--- src/rtl/spi_cmd_dispatcher.sv ---
// spi_cmd_dispatcher: buffers 24-bit SPI command frames {cmd, addr, data} in a small FIFO
// and executes them one at a time as a config-bus write, a config-bus read or a trigger pulse.
// Optional feature: define SPI_CMD_TIMEOUT_EN to add a handshake watchdog on WRITE/READ.
module spi_cmd_dispatcher #(
  parameter int unsigned FIFO_DEPTH     = 4,
  parameter int unsigned ADDR_W         = 8,
  parameter int unsigned NUM_TRIG       = 8,
  parameter int unsigned TIMEOUT_CYCLES = 255
) (
  input  logic                clk_i,
  input  logic                reset_i,
  input  logic [23:0]         frame_data_i,
  input  logic                frame_valid_i,
  output logic [ADDR_W-1:0]   cfg_addr_o,
  output logic [7:0]          cfg_wdata_o,
  output logic                cfg_wr_o,
  input  logic                cfg_ready_i,
  output logic                cfg_rd_o,
  input  logic [7:0]          cfg_rdata_i,
  input  logic                cfg_rd_ack_i,
  output logic [7:0]          tx_data_o,
  output logic                tx_data_valid_o,
  output logic [NUM_TRIG-1:0] trig_pulse_o,
  output logic                overflow_o,
  output logic [7:0]          err_count_o,
  output logic                busy_o
);

  localparam int unsigned PtrW = (FIFO_DEPTH > 1) ? $clog2(FIFO_DEPTH) : 1;
  localparam int unsigned CntW = PtrW + 1;
  localparam logic [NUM_TRIG-1:0] TrigOne = NUM_TRIG'(1);

  typedef enum logic [2:0] {StIdle, StDecode, StWrite, StRead, StTrig} state_e;

  state_e              state_q, state_d;
  logic [23:0]         fifo_q [FIFO_DEPTH];
  logic [PtrW-1:0]     wr_ptr_q, wr_ptr_d, rd_ptr_q, rd_ptr_d;
  logic [CntW-1:0]     count_q, count_d;
  logic [23:0]         frame_q, frame_d;
  logic [ADDR_W-1:0]   cfg_addr_q, cfg_addr_d;
  logic [7:0]          cfg_wdata_q, cfg_wdata_d;
  logic                cfg_wr_q, cfg_wr_d, cfg_rd_q, cfg_rd_d;
  logic [7:0]          tx_data_q, tx_data_d;
  logic                tx_valid_q, tx_valid_d;
  logic [NUM_TRIG-1:0] trig_q, trig_d;
  logic                overflow_q, overflow_d;
  logic [7:0]          err_q, err_d;
  logic                err_inc;

  logic fifo_empty, fifo_full, pop, push;
  logic [7:0] cur_cmd, cur_addr, cur_data;
  logic trig_ok;

  assign fifo_empty = (count_q == '0);
  assign fifo_full  = (count_q == CntW'(FIFO_DEPTH));
  // Popping only happens from IDLE, so a pop always frees a slot for a same-cycle push.
  assign pop  = (state_q == StIdle) && !fifo_empty;
  assign push = frame_valid_i && (!fifo_full || pop);

  assign cur_cmd  = frame_q[23:16];
  assign cur_addr = frame_q[15:8];
  assign cur_data = frame_q[7:0];
  assign trig_ok  = ({1'b0, cur_addr} < 9'(NUM_TRIG));

`ifdef SPI_CMD_TIMEOUT_EN
  localparam int unsigned WdogW = $clog2(TIMEOUT_CYCLES + 1);
  logic [WdogW-1:0] wdog_q, wdog_d;
  logic             timeout;

  // Watchdog counts cycles spent waiting for a handshake; cleared in every other state.
  always_comb begin
    wdog_d = '0;
    if ((state_q == StWrite) || (state_q == StRead)) wdog_d = wdog_q + WdogW'(1);
  end
  assign timeout = (wdog_q == WdogW'(TIMEOUT_CYCLES - 1));

  // Watchdog register.
  always_ff @(posedge clk_i) begin
    if (reset_i) wdog_q <= '0;
    else         wdog_q <= wdog_d;
  end
`endif

  // FIFO pointer and occupancy bookkeeping.
  always_comb begin
    wr_ptr_d   = wr_ptr_q;
    rd_ptr_d   = rd_ptr_q;
    count_d    = count_q;
    overflow_d = overflow_q | (frame_valid_i && fifo_full && !pop);
    if (push) wr_ptr_d = wr_ptr_q + PtrW'(1);
    if (pop)  rd_ptr_d = rd_ptr_q + PtrW'(1);
    unique case ({push, pop})
      2'b10:   count_d = count_q + CntW'(1);
      2'b01:   count_d = count_q - CntW'(1);
      default: count_d = count_q;
    endcase
  end

  // FIFO storage; contents are don't-care while the pointers say empty.
  always_ff @(posedge clk_i) begin
    if (push) fifo_q[wr_ptr_q] <= frame_data_i;
  end

  // Command FSM next-state and registered-output logic.
  always_comb begin
    state_d     = state_q;
    frame_d     = frame_q;
    cfg_addr_d  = cfg_addr_q;
    cfg_wdata_d = cfg_wdata_q;
    cfg_wr_d    = cfg_wr_q;
    cfg_rd_d    = cfg_rd_q;
    tx_data_d   = tx_data_q;
    tx_valid_d  = 1'b0;
    trig_d      = '0;
    err_inc     = 1'b0;
    unique case (state_q)
      StIdle: begin
        if (!fifo_empty) begin
          frame_d = fifo_q[rd_ptr_q];
          state_d = StDecode;
        end
      end
      StDecode: begin
        if (cur_cmd == 8'h01) begin
          cfg_addr_d  = ADDR_W'(cur_addr);
          cfg_wdata_d = cur_data;
          cfg_wr_d    = 1'b1;
          state_d     = StWrite;
        end else if (cur_cmd == 8'h02) begin
          cfg_addr_d = ADDR_W'(cur_addr);
          cfg_rd_d   = 1'b1;
          state_d    = StRead;
        end else if ((cur_cmd == 8'h03) && trig_ok) begin
          trig_d  = TrigOne << cur_addr;
          state_d = StTrig;
        end else begin
          err_inc = 1'b1;
          state_d = StIdle;
        end
      end
      StWrite: begin
        if (cfg_ready_i) begin
          cfg_wr_d = 1'b0;
          state_d  = StIdle;
`ifdef SPI_CMD_TIMEOUT_EN
        end else if (timeout) begin
          cfg_wr_d = 1'b0;
          err_inc  = 1'b1;
          state_d  = StIdle;
`endif
        end
      end
      StRead: begin
        if (cfg_rd_ack_i) begin
          tx_data_d  = cfg_rdata_i;
          tx_valid_d = 1'b1;
          cfg_rd_d   = 1'b0;
          state_d    = StIdle;
`ifdef SPI_CMD_TIMEOUT_EN
        end else if (timeout) begin
          cfg_rd_d = 1'b0;
          err_inc  = 1'b1;
          state_d  = StIdle;
`endif
        end
      end
      StTrig:  state_d = StIdle;
      default: state_d = StIdle;
    endcase
    err_d = (err_inc && (err_q != 8'hFF)) ? err_q + 8'd1 : err_q;
  end

  // State and output registers; reset aborts any transaction and empties the FIFO.
  always_ff @(posedge clk_i) begin
    if (reset_i) begin
      state_q     <= StIdle;
      wr_ptr_q    <= '0;
      rd_ptr_q    <= '0;
      count_q     <= '0;
      frame_q     <= '0;
      cfg_addr_q  <= '0;
      cfg_wdata_q <= '0;
      cfg_wr_q    <= 1'b0;
      cfg_rd_q    <= 1'b0;
      tx_data_q   <= '0;
      tx_valid_q  <= 1'b0;
      trig_q      <= '0;
      overflow_q  <= 1'b0;
      err_q       <= '0;
    end else begin
      state_q     <= state_d;
      wr_ptr_q    <= wr_ptr_d;
      rd_ptr_q    <= rd_ptr_d;
      count_q     <= count_d;
      frame_q     <= frame_d;
      cfg_addr_q  <= cfg_addr_d;
      cfg_wdata_q <= cfg_wdata_d;
      cfg_wr_q    <= cfg_wr_d;
      cfg_rd_q    <= cfg_rd_d;
      tx_data_q   <= tx_data_d;
      tx_valid_q  <= tx_valid_d;
      trig_q      <= trig_d;
      overflow_q  <= overflow_d;
      err_q       <= err_d;
    end
  end

  assign cfg_addr_o      = cfg_addr_q;
  assign cfg_wdata_o     = cfg_wdata_q;
  assign cfg_wr_o        = cfg_wr_q;
  assign cfg_rd_o        = cfg_rd_q;
  assign tx_data_o       = tx_data_q;
  assign tx_data_valid_o = tx_valid_q;
  assign trig_pulse_o    = trig_q;
  assign overflow_o      = overflow_q;
  assign err_count_o     = err_q;
  assign busy_o          = (state_q != StIdle) || !fifo_empty;

endmodule
--- config.mk ---
export PLATFORM = sky130hd
export DESIGN_NAME = spi_cmd_dispatcher
export DESIGN_NICKNAME = d
export VERILOG_FILES = /design/src/rtl/spi_cmd_dispatcher.sv
export SDC_FILE = /design/constraint.sdc
export NUM_CORES = 1
export LEC_CHECK = 0
export CORE_MARGIN = 8
export CORE_UTILIZATION = 50
export DETAILED_ROUTE_END_ITERATION = 10
export PLACE_DENSITY = 0.77
export SETUP_SLACK_MARGIN = 0.4
export SYNTH_ARGS = -nofsm -noshare
export SYNTH_HDL_FRONTEND = slang
export SYNTH_SLANG_ARGS = --single-unit
export TNS_END_PERCENT = 30
--- constraint.sdc ---
create_clock -name clk_i -period 3.1 [get_ports clk_i]
set_input_delay 0.465 -clock clk_i [delete_from_list [all_inputs] [get_ports clk_i]]
set_output_delay 0.465 -clock clk_i [all_outputs]
set_load 0.01 [all_outputs]
Yosys cells after proc, flatten, opt, wreduce, memory -nomap -nowiden
Memory sizes are Yosys's and may differ from the RTL's. A register that Yosys moved wholly into a read port is not among the register bits.
Index checks and enable logic that the tools add are counted.
{ "word_totals": {"ramBits": 96, "wordCells": 93, "input_bits": 37, "reg_bits": 54, "memories": 1, "output_inout_bits": 45} }
{ "classes": {"n_eq_ne": 16, "bitwise_logic": 5, "add_sub_neg": 5, "mux": 24, "magnitude_cmp": 1, "reduce_logical": 27, "shift": 1} }
{ "memory_table": {"columns": ["memory", "depth", "word_bits", "rd", "rd_clocked_by_memory_dff", "wr", "line_no", "source"], "rows": [
  ["fifo_q", 4, 24, 1, 1, 1, "36", "logic [23:0] fifo_q [FIFO_DEPTH];"]
]} }
{ "ops": {"columns": ["op", "n"], "rows": [
  ["$mux 3", 6],
  ["$eq 8x2->1 const B", 2],
  ["$mux 8", 2],
  ["$mux 1", 12],
  ["$ne 2x2->1 const B", 6],
  ["$pmux 3 s4", 1],
  ["$add 8x1->8 const B", 1],
  ["$eq 8x1->1 const B", 1],
  ["$lt 8x4->1 const B", 1],
  ["$ne 8x8->1 const B", 1],
  ["$reduce_and 2->1", 4],
  ["$reduce_bool 2->1", 4],
  ["$shl 1x8->8 const A", 1],
  ["$eq 3x2->1 const B", 2],
  ["$logic_and 1x1->1", 6],
  ["$logic_not 3->1", 2],
  ["$pmux 3 s2", 1],
  ["$reduce_and 3->1", 2],
  ["$reduce_or 5->1", 1],
  ["$add 2x1->2 const B", 2],
  ["$not 1->1", 4],
  ["$pmux 1 s2", 2],
  ["$reduce_and 4->1", 1],
  ["$add 3x1->3 const B", 1],
  ["other kinds (10)", 13]
]} }

Depth between registers and ports, before layout
Gate-level depths: netlist of run 1.
{ "logic_depth": {"ltp_word": 7, "depth_mapped": 12, "mapped_depth_nobuf": 10} }

Worst setup path after synthesis of run 1
OpenSTA, ideal clock, no wires.
{ "synth_path": {"path_type": "register -> register", "startpoint": "register state_q[0]", "endpoint": "register count_q[2]", "path_buffers": 3, "required_time_ps": 3030, "path_stages_with_launch": 13, "setup_ps": 70, "arrival_ps": 2472, "period_less_slack_ps": 2542, "setup_slack_ps": 558, "path_cell_list": "dfxtp_1 -> buf_2 -> nor3_1 -> nand2b_1 -> clkbuf_1 -> inv_2 -> buf_1 -> ha_1 -> inv_1 -> fa_1 -> xor2_1 -> or3_1 -> a21oi_1"} }
{ "synth_between": {"elab_chain_len": 6, "elab_cells_between_ends": 8, "cone_classes": "2 x eq/ne; 1 x mux; 5 x reduce/logical"} }
{ "synth_rtl": {"columns": ["element", "line_no", "source"], "rows": [
  ["start: declaration", "35", "state_e state_q, state_d;"],
  ["start signal: assignment", "176", "state_q <= StIdle;"],
  ["start signal: assignment", "191", "state_q <= state_d;"],
  ["$logic_not 3->1 *", "57", "assign pop = (state_q == StIdle) && !fifo_empty;"],
  ["$logic_and 1x1->1 *", "57", null],
  ["$logic_or 1x1->1", "58", "assign push = frame_valid_i && (!fifo_full || pop);"],
  ["$logic_and 1x1->1", "58", null],
  ["$eq 2x1->1 / $eq 2x2->1 (equally long branches)", "92", "unique case ({push, pop})"],
  ["$pmux 3 s2 / $reduce_bool 2->1 (equally long branches)", null, null],
  ["end signal: assignment", "194", "count_q <= count_d;"],
  ["end: declaration", "38", "logic [CntW-1:0] count_q, count_d;"]
]} }
Every way passes the cells marked *; elsewhere a longest branch is shown, timed or not.
A chain may end at the register's enable or synchronous reset.

Final worst setup path of run 1
Ends and elaborated chain as after synthesis.

==> results by group, run 1 <==
Worst setup path
  – R2r worst-path depth: 10
  – Worst Path Max Fanout: 8
  – Crit end category: flip-flop
  – Crit Path Category: flip-flop to flip-flop
  – Worst setup SP type: flip-flop
  – Critical Path RT: 3450 ps
  – Crit path DAT: 2850 ps

STA
  – Worst-margin pin slew: 845 ps
  – Setup violations, final: 0
  – Fmax: 400 MHz
  – Final worst-path cycle share: 0.807
  – Minimum clock period: 2500 ps
  – Relative slew slack: 0.434
  – Final Skew: 8.33 ps
  – RSZ-0062 raised after global routing: false
  – Max Transition Viols Final: 0
  – Setup TNS: 0 ps
  – Final hold vios: 0

Placed design
  – Routability cong.: 0.774
  – Port bufs: 81
  – DP Area: 7580 µm²
  – HPWL Detailed: 8670 µm
  – Placed cell count: 736

Detailed routing
  – Initial drt markers: 207
  – Pre-antenna DRT Iters: 4
  – # DRC: 0
  – Routed WL: 12600 µm
  – Routed Antenna Nets: 0
  – Wire per inst: 16.5 µm
  – Avg Vias per Cell: 5.28
  – Vias post-DR: 4054

Power
  – Pwr/cell area: 776 nW/µm²
  – Worst VDD drop: 0.398 mV
  – Pleak: 0.00279 µW

Yosys
  – Avg Cell Area, Syn: 13.4 µm²
  – Primary FF master, synth: edfxtp_1
  – Gate Count Post-Synth: 492
  – FFs w/ async S/R, synth: 0
  – Leading area contributor after synthesis: edfxtp_1
  – Sequential fraction of the synthesis area: 0.675
  – Top-count cell post-synth: edfxtp_1
  – Synth warn: 0
  – Commonest cells post-synth: edfxtp_1 (96), nand2_1 (81), dfxtp_1 (78)
  – Synth Cell Area: 6580 µm²
  – EDFF count, synth: 96
  – Post-synth cell types: 54
  – Syn nets: 536
  – Share of the synthesized area in the top cell type: 0.438
  – Dominant cells by area after synthesis: edfxtp_1 (44%), dfxtp_1 (24%), mux4_2 (8.2%)
  – Seq cells post-synth: 174

Floorplanning
  – Die height: 131 µm
  – Starting density of the core: 0.505
  – Die area: 17100 µm²
  – Io pins: 82
  – Rows: 42
  – Total core area: 13000 µm²
  – Chip Width: 131 µm

Final layout
  – Area delta synth->final: 23.5%
  – Final instance area: 8130 µm²
  – FF+latch area: 4450 µm²
  – Filler Cells Inserted: 1018
  – Diode count: 0
  – Layout Nets: 623
  – Final Non-Filler Cells: 768
  – Fin util: 0.623
  – Multi-input logic area: 1990 µm²
  – Share of cells above drive strength 1: 0.135

Clock tree
  – Total CTS buffers: 17
  – Largest buffer count on any clock path: 2
  – Post-CTS Resized: 0
  – Clock slew at reported path FFs: 60 ps
  – Clock root cell: clkbuf_16
  – # hold bufs at CTS: 0
  – H-tree depth: 4
  – Worst-skew pair later-pin latency: 420 ps
  – TritonCTS clock tree: yes
  – Post-CTS setup buffers: 0
  – Clk sinks: 174

Hold path
  – WHS Path Cells: 2
  – Worst Hold Class: flip-flop to flip-flop

Global route
  – Largest net degree at the start of global routing: 46
  – Initial antenna violation count: 0
  – Global route overflow: 0
  – First-pass GRT wire length: 20600 µm
  – All-Layer GR Usage: 0.158
  – Vias in the first global route: 4195

Run
  – Max cap viols: 0

Run status
  – Outcome: completed
worst max-delay path, cell delays in order (launching register included):
cell and delay, ps:
dfxtp_1 440, or3_1 250, nand3_1 170, and2_1 240, inv_1 90, ha_1 180, inv_1 70, fa_1 380
xor2_1 160, or3_1 310, a21oi_1 150
metal layers:
metal | GRT usage | up-vias | routed length, µm
met4 | 0.0689 | 0 | 250
met1 | 0.184 | 1962 | 5430
met2 | 0.267 | 116 | 6090
li1 | - | 1956 | -
met3 | 0.0450 | 20 | 860
met5 | 0 | - | 0
cell families (layout without fill, tap and decap cells):
| family | count (synthesis) | in the layout | share of synthesized area |
|---|---|---|---|
| XOR/XNOR | 5 | 5 | 0.00666 |
| buffers and inverters | 33 | 133 | 0.0221 |
| AND/OR/NAND/NOR | 177 | 177 | 0.129 |
| flip-flops | 174 | 174 | 0.675 |
| adder cells (fa/ha/maj) | 7 | 7 | 0.0145 |
| AO/OA/AOI/OAI | 62 | 62 | 0.0546 |
| multiplexers | 34 | 34 | 0.0977 |
worst paths after layout:
path	start	end	slack, ps
hold / removal	frame_q[5]	frame_q[5]	450
setup / recovery	state_q[0]	count_q[2]	600
setup reg to reg	state_q[0]	count_q[2]	600
hold reg to reg	frame_q[5]	frame_q[5]	450
where the power goes:
group / internal (µW) / leakage, µW / switching (µW)
Sequential: 2720 / 0.00151 / 225
Clock: 1180 / 0.000262 / 807
Combinational: 623 / 0.00102 / 760
Total: 4520 / 0.00279 / 1790
per-stage QoR:
stage	hold WS, ps	worst slack, ps	total power (µW)
global route	482	447	6620
detailed placement	448	527	4390
global placement	441	650	4320
finish	453	597	6310
floorplan	436	558	3960
CTS	457	616	6360
area by class of cell:
type / instances / area share
clock buffer: 23 / 0.0551
multi-input combinational: 285 / 0.245
inverter: 9 / 0.00416
tap: 176 / 0.0271
clock inverter: 9 / 0.0122
timing repair buffer: 92 / 0.109
sequential: 174 / 0.547
sequential cells by signal (all words and copies together), names as in the netlist:
| signal | cells |
|---|---|
| tx_data_valid_o | 1 |
| cfg_wr_o | 1 |
| rd_ptr_q | 2 |
| wr_ptr_q | 2 |
| trig_pulse_o | 8 |
| cfg_wdata_o | 8 |
| state_q | 3 |
| frame_q | 24 |
| fifo_q | 96 |
| cfg_rd_o | 1 |
| tx_data_o | 8 |
| cfg_addr_o | 8 |
| overflow_o | 1 |
| err_count_o | 8 |
| count_q | 3 |
placed cells by master, fill, tap and decap left out, types with 6 or more instances in the layout:
cell type / n
a21oi_1: 49
buf_4: 11
clkbuf_1: 6
clkbuf_16: 17
clkdlybuf4s50_1: 80
dfxtp_1: 77
edfxtp_1: 96
ha_1: 6
inv_1: 8
mux2i_1: 8
mux4_2: 24
nand2_1: 81
nand2b_1: 8
nand3_1: 18
nor2_1: 32
nor3_1: 6
Power figures use the tool's default switching activity.
==> inputs of run 2 (changes only) <==
Clock period 3.1 ns to 2.4 ns, I/O delays scaled along.
==> run 2 against run 1 <==
Sequential cell count unchanged. Global-route usage up 0.67 points. Non-clock buffer count up 6. Register-to-register slack worse by 270 ps. Critical path type unchanged. Sequential power up 29%. Via count up 0.57%. Fmax up 21%. Die area unchanged. Wire length up 6.6%. Total power up 36%. Final cell count up 0.91%.
==> results by group, run 2 (synthesized netlist as in run 1, its figures left out) <==
STA
  – Final worst setup slack: 329 ps
  – Final worst-path cycle share: 0.863
  – Minimum clock period: 2070 ps
  – Worst-margin pin slew: 635 ps
  – Fmax: 483 MHz
  – Final Skew: 6.32 ps
  – Setup TNS: 0 ps
  – RSZ-0062 raised after global routing: true
  – Max Transition Viols Final: 0
  – Setup violations, final: 0
  – Final hold vios: 0
  – Relative slew slack: 0.577

Detailed routing
  – Wire per inst: 17.4 µm
  – Vias post-DR: 4077
  – Avg Vias per Cell: 5.26
  – Routed WL: 13500 µm
  – Pre-antenna DRT Iters: 5
  – Routed Antenna Nets: 0
  – # DRC: 0
  – Initial drt markers: 326

Worst setup path
  – Worst Path Max Fanout: 6
  – Reg2reg start: state_q[0]
  – Crit path DAT: 2430 ps
  – Flop2flop setup slack: 330 ps
  – R2r worst-path depth: 10
  – Worst setup SP type: flip-flop
  – Critical Path RT: 2760 ps
  – R2r endpoint: count_q[2]
  – Crit end category: flip-flop
  – Crit Path Category: flip-flop to flip-flop

Clock tree
  – TritonCTS clock tree: yes
  – Clock slew at reported path FFs: 60 ps
  – Clk sinks: 174
  – # hold bufs at CTS: 0
  – H-tree depth: 4
  – Worst-skew pair later-pin latency: 430 ps
  – Total CTS buffers: 17
  – Clock root cell: clkbuf_16
  – Largest buffer count on any clock path: 2

Hold path
  – WHS Path Cells: 3
  – HP Start: reset_i
  – Hold Path End: state_q[2]
  – Worst Hold Class: input pin to flip-flop

Global route
  – Largest net degree at the start of global routing: 49
  – All-Layer GR Usage: 0.164
  – Initial antenna violation count: 0
  – Global route overflow: 0
  – First-pass GRT wire length: 21000 µm
  – Vias in the first global route: 4143

Power
  – Comb pwr share: 0.238
  – Switching pwr: 2520 µW
  – Reg power frac: 0.442
  – Worst VDD drop: 0.524 mV
  – Internal: 6070 µW
  – Pleak: 0.00287 µW
  – Clock group share of total power: 0.320
  – Net switching fraction of the power: 0.293
  – Pwr/cell area: 1030 nW/µm²

Final layout
  – Largest regs: fifo_q (96), frame_q (24)
  – Biggest register: fifo_q
  – Max reg flops: 96
  – Final instance area: 8330 µm²
  – Commonest non-fill, non-tap cell in the layout: edfxtp_1
  – Final Non-Filler Cells: 775
  – Filler Cells Inserted: 1000
  – Most frequent cells in the layout: edfxtp_1 (96), nand2_1 (81), clkdlybuf4s50_1 (79)
  – Layout Nets: 630
  – Area delta synth->final: 26.7%
  – FF+latch area: 4460 µm²
  – Diode count: 0
  – Multi-input logic area: 2060 µm²
  – Share of cells above drive strength 1: 0.177
  – Fin util: 0.639

Floorplanning
  – Die height: 131 µm
  – Rows: 42
  – Total core area: 13000 µm²
  – Die area: 17100 µm²
  – Chip Width: 131 µm
  – Io pins: 82
  – Starting density of the core: 0.505

Placed design
  – Port bufs: 81
  – Place WS: 114 ps
  – HPWL Detailed: 8930 µm
  – Placed cell count: 738
  – Routability cong.: 0.778
  – DP Area: 7650 µm²

Run status
  – Outcome: completed

Run
  – Max cap viols: 0
[run 2: cell count changes in the layout (fill, tap and decap cells not counted), moves of 2 or more]
cell        previous run  this run
buf_4                 11        16
clkbuf_1               6         1
clkinv_2               4         0
clkinv_4               0         3
clkinvlp_2             0         2
clkinvlp_4             2         4
dfxtp_1               77        73
dfxtp_2                1         3
dfxtp_4                0         2
inv_6                  0         2
nor3_1                 6         4
[run 2: final cells by class]
class / instances / share of cell area
repair inverters: 1 / 0.00105
inverters: 9 / 0.00601
multi-input cells: 285 / 0.247
repair buffers: 98 / 0.113
clock inverters: 14 / 0.0203
flip-flops and latches: 174 / 0.535
clock buffers: 18 / 0.0515
well taps: 176 / 0.0264
[run 2: per-stage QoR]
stage / power, µW / hold slack [ps]
floorplan: 5240 / 436
finish: 8590 / 310
global placement: 5650 / 442
detailed placement: 5740 / 449
global route: 8990 / 298
CTS: 8620 / 297
[run 2: routing by layer]
layer	track usage	share of wire	wire, µm
met2	0.279	0.50	6690
met4	0.0749	0.021	283
met1	0.187	0.41	5470
met3	0.0511	0.076	1030
met5	0	0	0
[run 2: worst max-delay path by stage]
stage | from | end | slack [ps] | depth (start not counted)
CTS | state_q[2] | count_q[2] | 350 | 10
finish | state_q[0] | count_q[2] | 330 | 10
global route | state_q[0] | count_q[2] | 270 | 10
detailed placement | frame_valid_i | count_q[2] | 110 | 9
global placement | frame_valid_i | count_q[2] | 200 | 9
floorplan | state_q[0] | count_q[2] | 360 | 12
[run 2: repair_timing]
action / 4_1_cts / 5_1_grt
endpoints found under the setup margin: 3 / 5
pin swaps: 3 / 1
gates cloned: 1 / 0
buffers inserted: 3 / 1
endpoints found under the hold margin: 0 / 0
resized for setup: 15 / 1
[run 2: critical path: stages (launching register included)]
cell and delay, ps:
dfxtp_4 370, or3_4 430, nand3_4 90, and2_4 160
inv_2 50, ha_4 150, inv_1 60, fa_2 180
xor2_1 70, or3_1 310, a21oi_1 130
[run 2: power groups by stage]
stage               logic [µW]  registers, µW  clock network, µW
floorplan                 1490           3740                  0
global placement          1840           3810                  0
detailed placement        1900           3830                  0
CTS                       2040           3790               2790
global route              2240           3840               2910
finish                    2050           3790               2750
==> inputs of run 3 (changes only) <==
Settings changed: MAX_ROUTING_LAYER set to met4.
Clock period 2.4 ns to 2.1 ns, I/O delays scaled along.
==> run 3 against run 2 <==
Sequential cell count stayed put. Critical path type unchanged. Worst hold slack worse by 22 ps. Sequential share of layout area is 1.1 points lower. Combinational power grew 26%. Clock power is 15% higher. Sequential power increased by 15%. Core utilization up 1.4 points. First-iteration DRC count down 5.2%. Setup slack lost 230 ps. Cell area rose by 2.2%. Register-to-register slack got worse by 230 ps.
==> results by group, run 3 (synthesized netlist as in run 1, its figures left out) <==
Final layout
  – Share of cells above drive strength 1: 0.211
  – Biggest register: fifo_q
  – Largest regs: fifo_q (96), frame_q (24)
  – Final Non-Filler Cells: 783
  – Layout Nets: 638
  – Filler Cells Inserted: 976
  – Diode count: 0
  – Commonest non-fill, non-tap cell in the layout: edfxtp_1
  – Area delta synth->final: 29.4%
  – Max reg flops: 96
  – Most frequent cells in the layout: edfxtp_1 (96), nand2_1 (81), clkdlybuf4s50_1 (79)

Clock tree
  – Clk sinks: 174
  – Total CTS buffers: 17
  – Clock root cell: clkbuf_16
  – # hold bufs at CTS: 0
  – Clock slew at reported path FFs: 60 ps
  – Worst-skew pair later-pin latency: 420 ps
  – Largest buffer count on any clock path: 2
  – H-tree depth: 4
  – TritonCTS clock tree: yes

STA
  – Max Transition Viols Final: 0
  – Final hold vios: 0
  – Setup violations, final: 0
  – Final Skew: 5.74 ps
  – Relative slew slack: 0.685
  – Final worst-path cycle share: 0.952
  – RSZ-0062 raised after global routing: true
  – Setup TNS: 0 ps
  – Fmax: 500 MHz
  – Worst-margin pin slew: 472 ps
  – Minimum clock period: 2000 ps

Worst setup path
  – Critical Path RT: 2450 ps
  – Worst setup SP type: flip-flop
  – R2r endpoint: count_q[2]
  – Crit Path Category: flip-flop to flip-flop
  – Reg2reg start: state_q[1]
  – Worst Path Max Fanout: 5
  – Crit end category: flip-flop
  – Flop2flop setup slack: 100 ps
  – Crit path DAT: 2350 ps
  – R2r worst-path depth: 10

Hold path
  – Worst Hold Class: input pin to flip-flop
  – Hold Path End: state_q[2]
  – WHS Path Cells: 3
  – HP Start: reset_i

Global route
  – Vias in the first global route: 4229
  – First-pass GRT wire length: 21300 µm
  – All-Layer GR Usage: 0.173
  – Initial antenna violation count: 0
  – Global route overflow: 0
  – Largest net degree at the start of global routing: 47

Run
  – Max cap viols: 0

Detailed routing
  – Routed Antenna Nets: 0
  – Wire per inst: 17.6 µm
  – # DRC: 0
  – Initial drt markers: 309
  – Pre-antenna DRT Iters: 5
  – Routed WL: 13800 µm
  – Vias post-DR: 4217
  – Avg Vias per Cell: 5.39

Power
  – Pleak: 0.00294 µW
  – Pwr/cell area: 1190 nW/µm²
  – Worst VDD drop: 0.545 mV

Floorplanning
  – Chip Width: 131 µm
  – Io pins: 82
  – Die height: 131 µm
  – Starting density of the core: 0.505
  – Rows: 42
  – Total core area: 13000 µm²
  – Die area: 17100 µm²

Placed design
  – Routability cong.: 0.785
  – Placed cell count: 742
  – Port bufs: 81
  – HPWL Detailed: 8920 µm

Run status
  – Outcome: completed
==> run 3: routing by layer <==
metal / track usage / up-vias / wire length [µm]
met3: 0.0369 / 25 / 769
met2: 0.291 / 118 / 7250
li1: - / 1979 / -
met4: 0.0864 / 0 / 348
met1: 0.191 / 2095 / 5410
met5: - / - / 0
==> run 3: report_power, final <==
group	switching, µW	total (µW)	internal [µW]
Combinational	1400	2590	1190
Clock	1240	3170	1940
Sequential	326	4350	4020
Total	2960	10100	7150
==> run 3: worst max-delay path by stage <==
stage                       start         end  slack, ps
floorplan              state_q[0]  count_q[2]         70
global placement    frame_valid_i  count_q[2]         10
detailed placement  frame_valid_i  count_q[2]        -40
CTS                    state_q[0]  count_q[2]        110
global route           state_q[1]  count_q[2]         60
finish                 state_q[1]  count_q[2]        100
==> run 3: through the flow <==
stage          area (µm²)  utilization  setup WS, ps  hold WS (ps)  total power [µW]
2_1_floorplan        6650            -          65.1           408              5990
3_3_place_gp         7740        0.594          9.57           443              6570
3_5_place_dp         7740        0.594         -37.6           446              6670
4_1_cts              8450        0.649           108           258             10000
5_1_grt              8510        0.653          61.9           292             10600
6_report             8510        0.653           101           288             10100
==> run 3: critical path, cell delays in order, from the launching register on <==
cell and delay, ps:
dfxtp_4 360, or3_4 390, nand3_4 80, and2_4 140
inv_2 40, ha_4 150, inv_2 50, fa_2 190
xor2_1 70, or3_1 330, a21oi_2 120
==> run 3: layout make-up <==
cell class	instances	area, µm²	area share
well taps	176	220	0.0259
inverters	9	41.3	0.00485
flip-flops and latches	174	4460	0.524
repair buffers	107	1070	0.125
clock inverters	10	135	0.0159
multi-input cells	285	2130	0.250
clock buffers	22	465	0.0547
==> run 3: what timing repair did <==
item / in CTS / in global routing
gates cloned: 1 / 1
gates resized for setup: 19 / 11
endpoints found under the setup margin: 46 / 115
pin swaps: 8 / 6
buffers inserted: 6 / 1
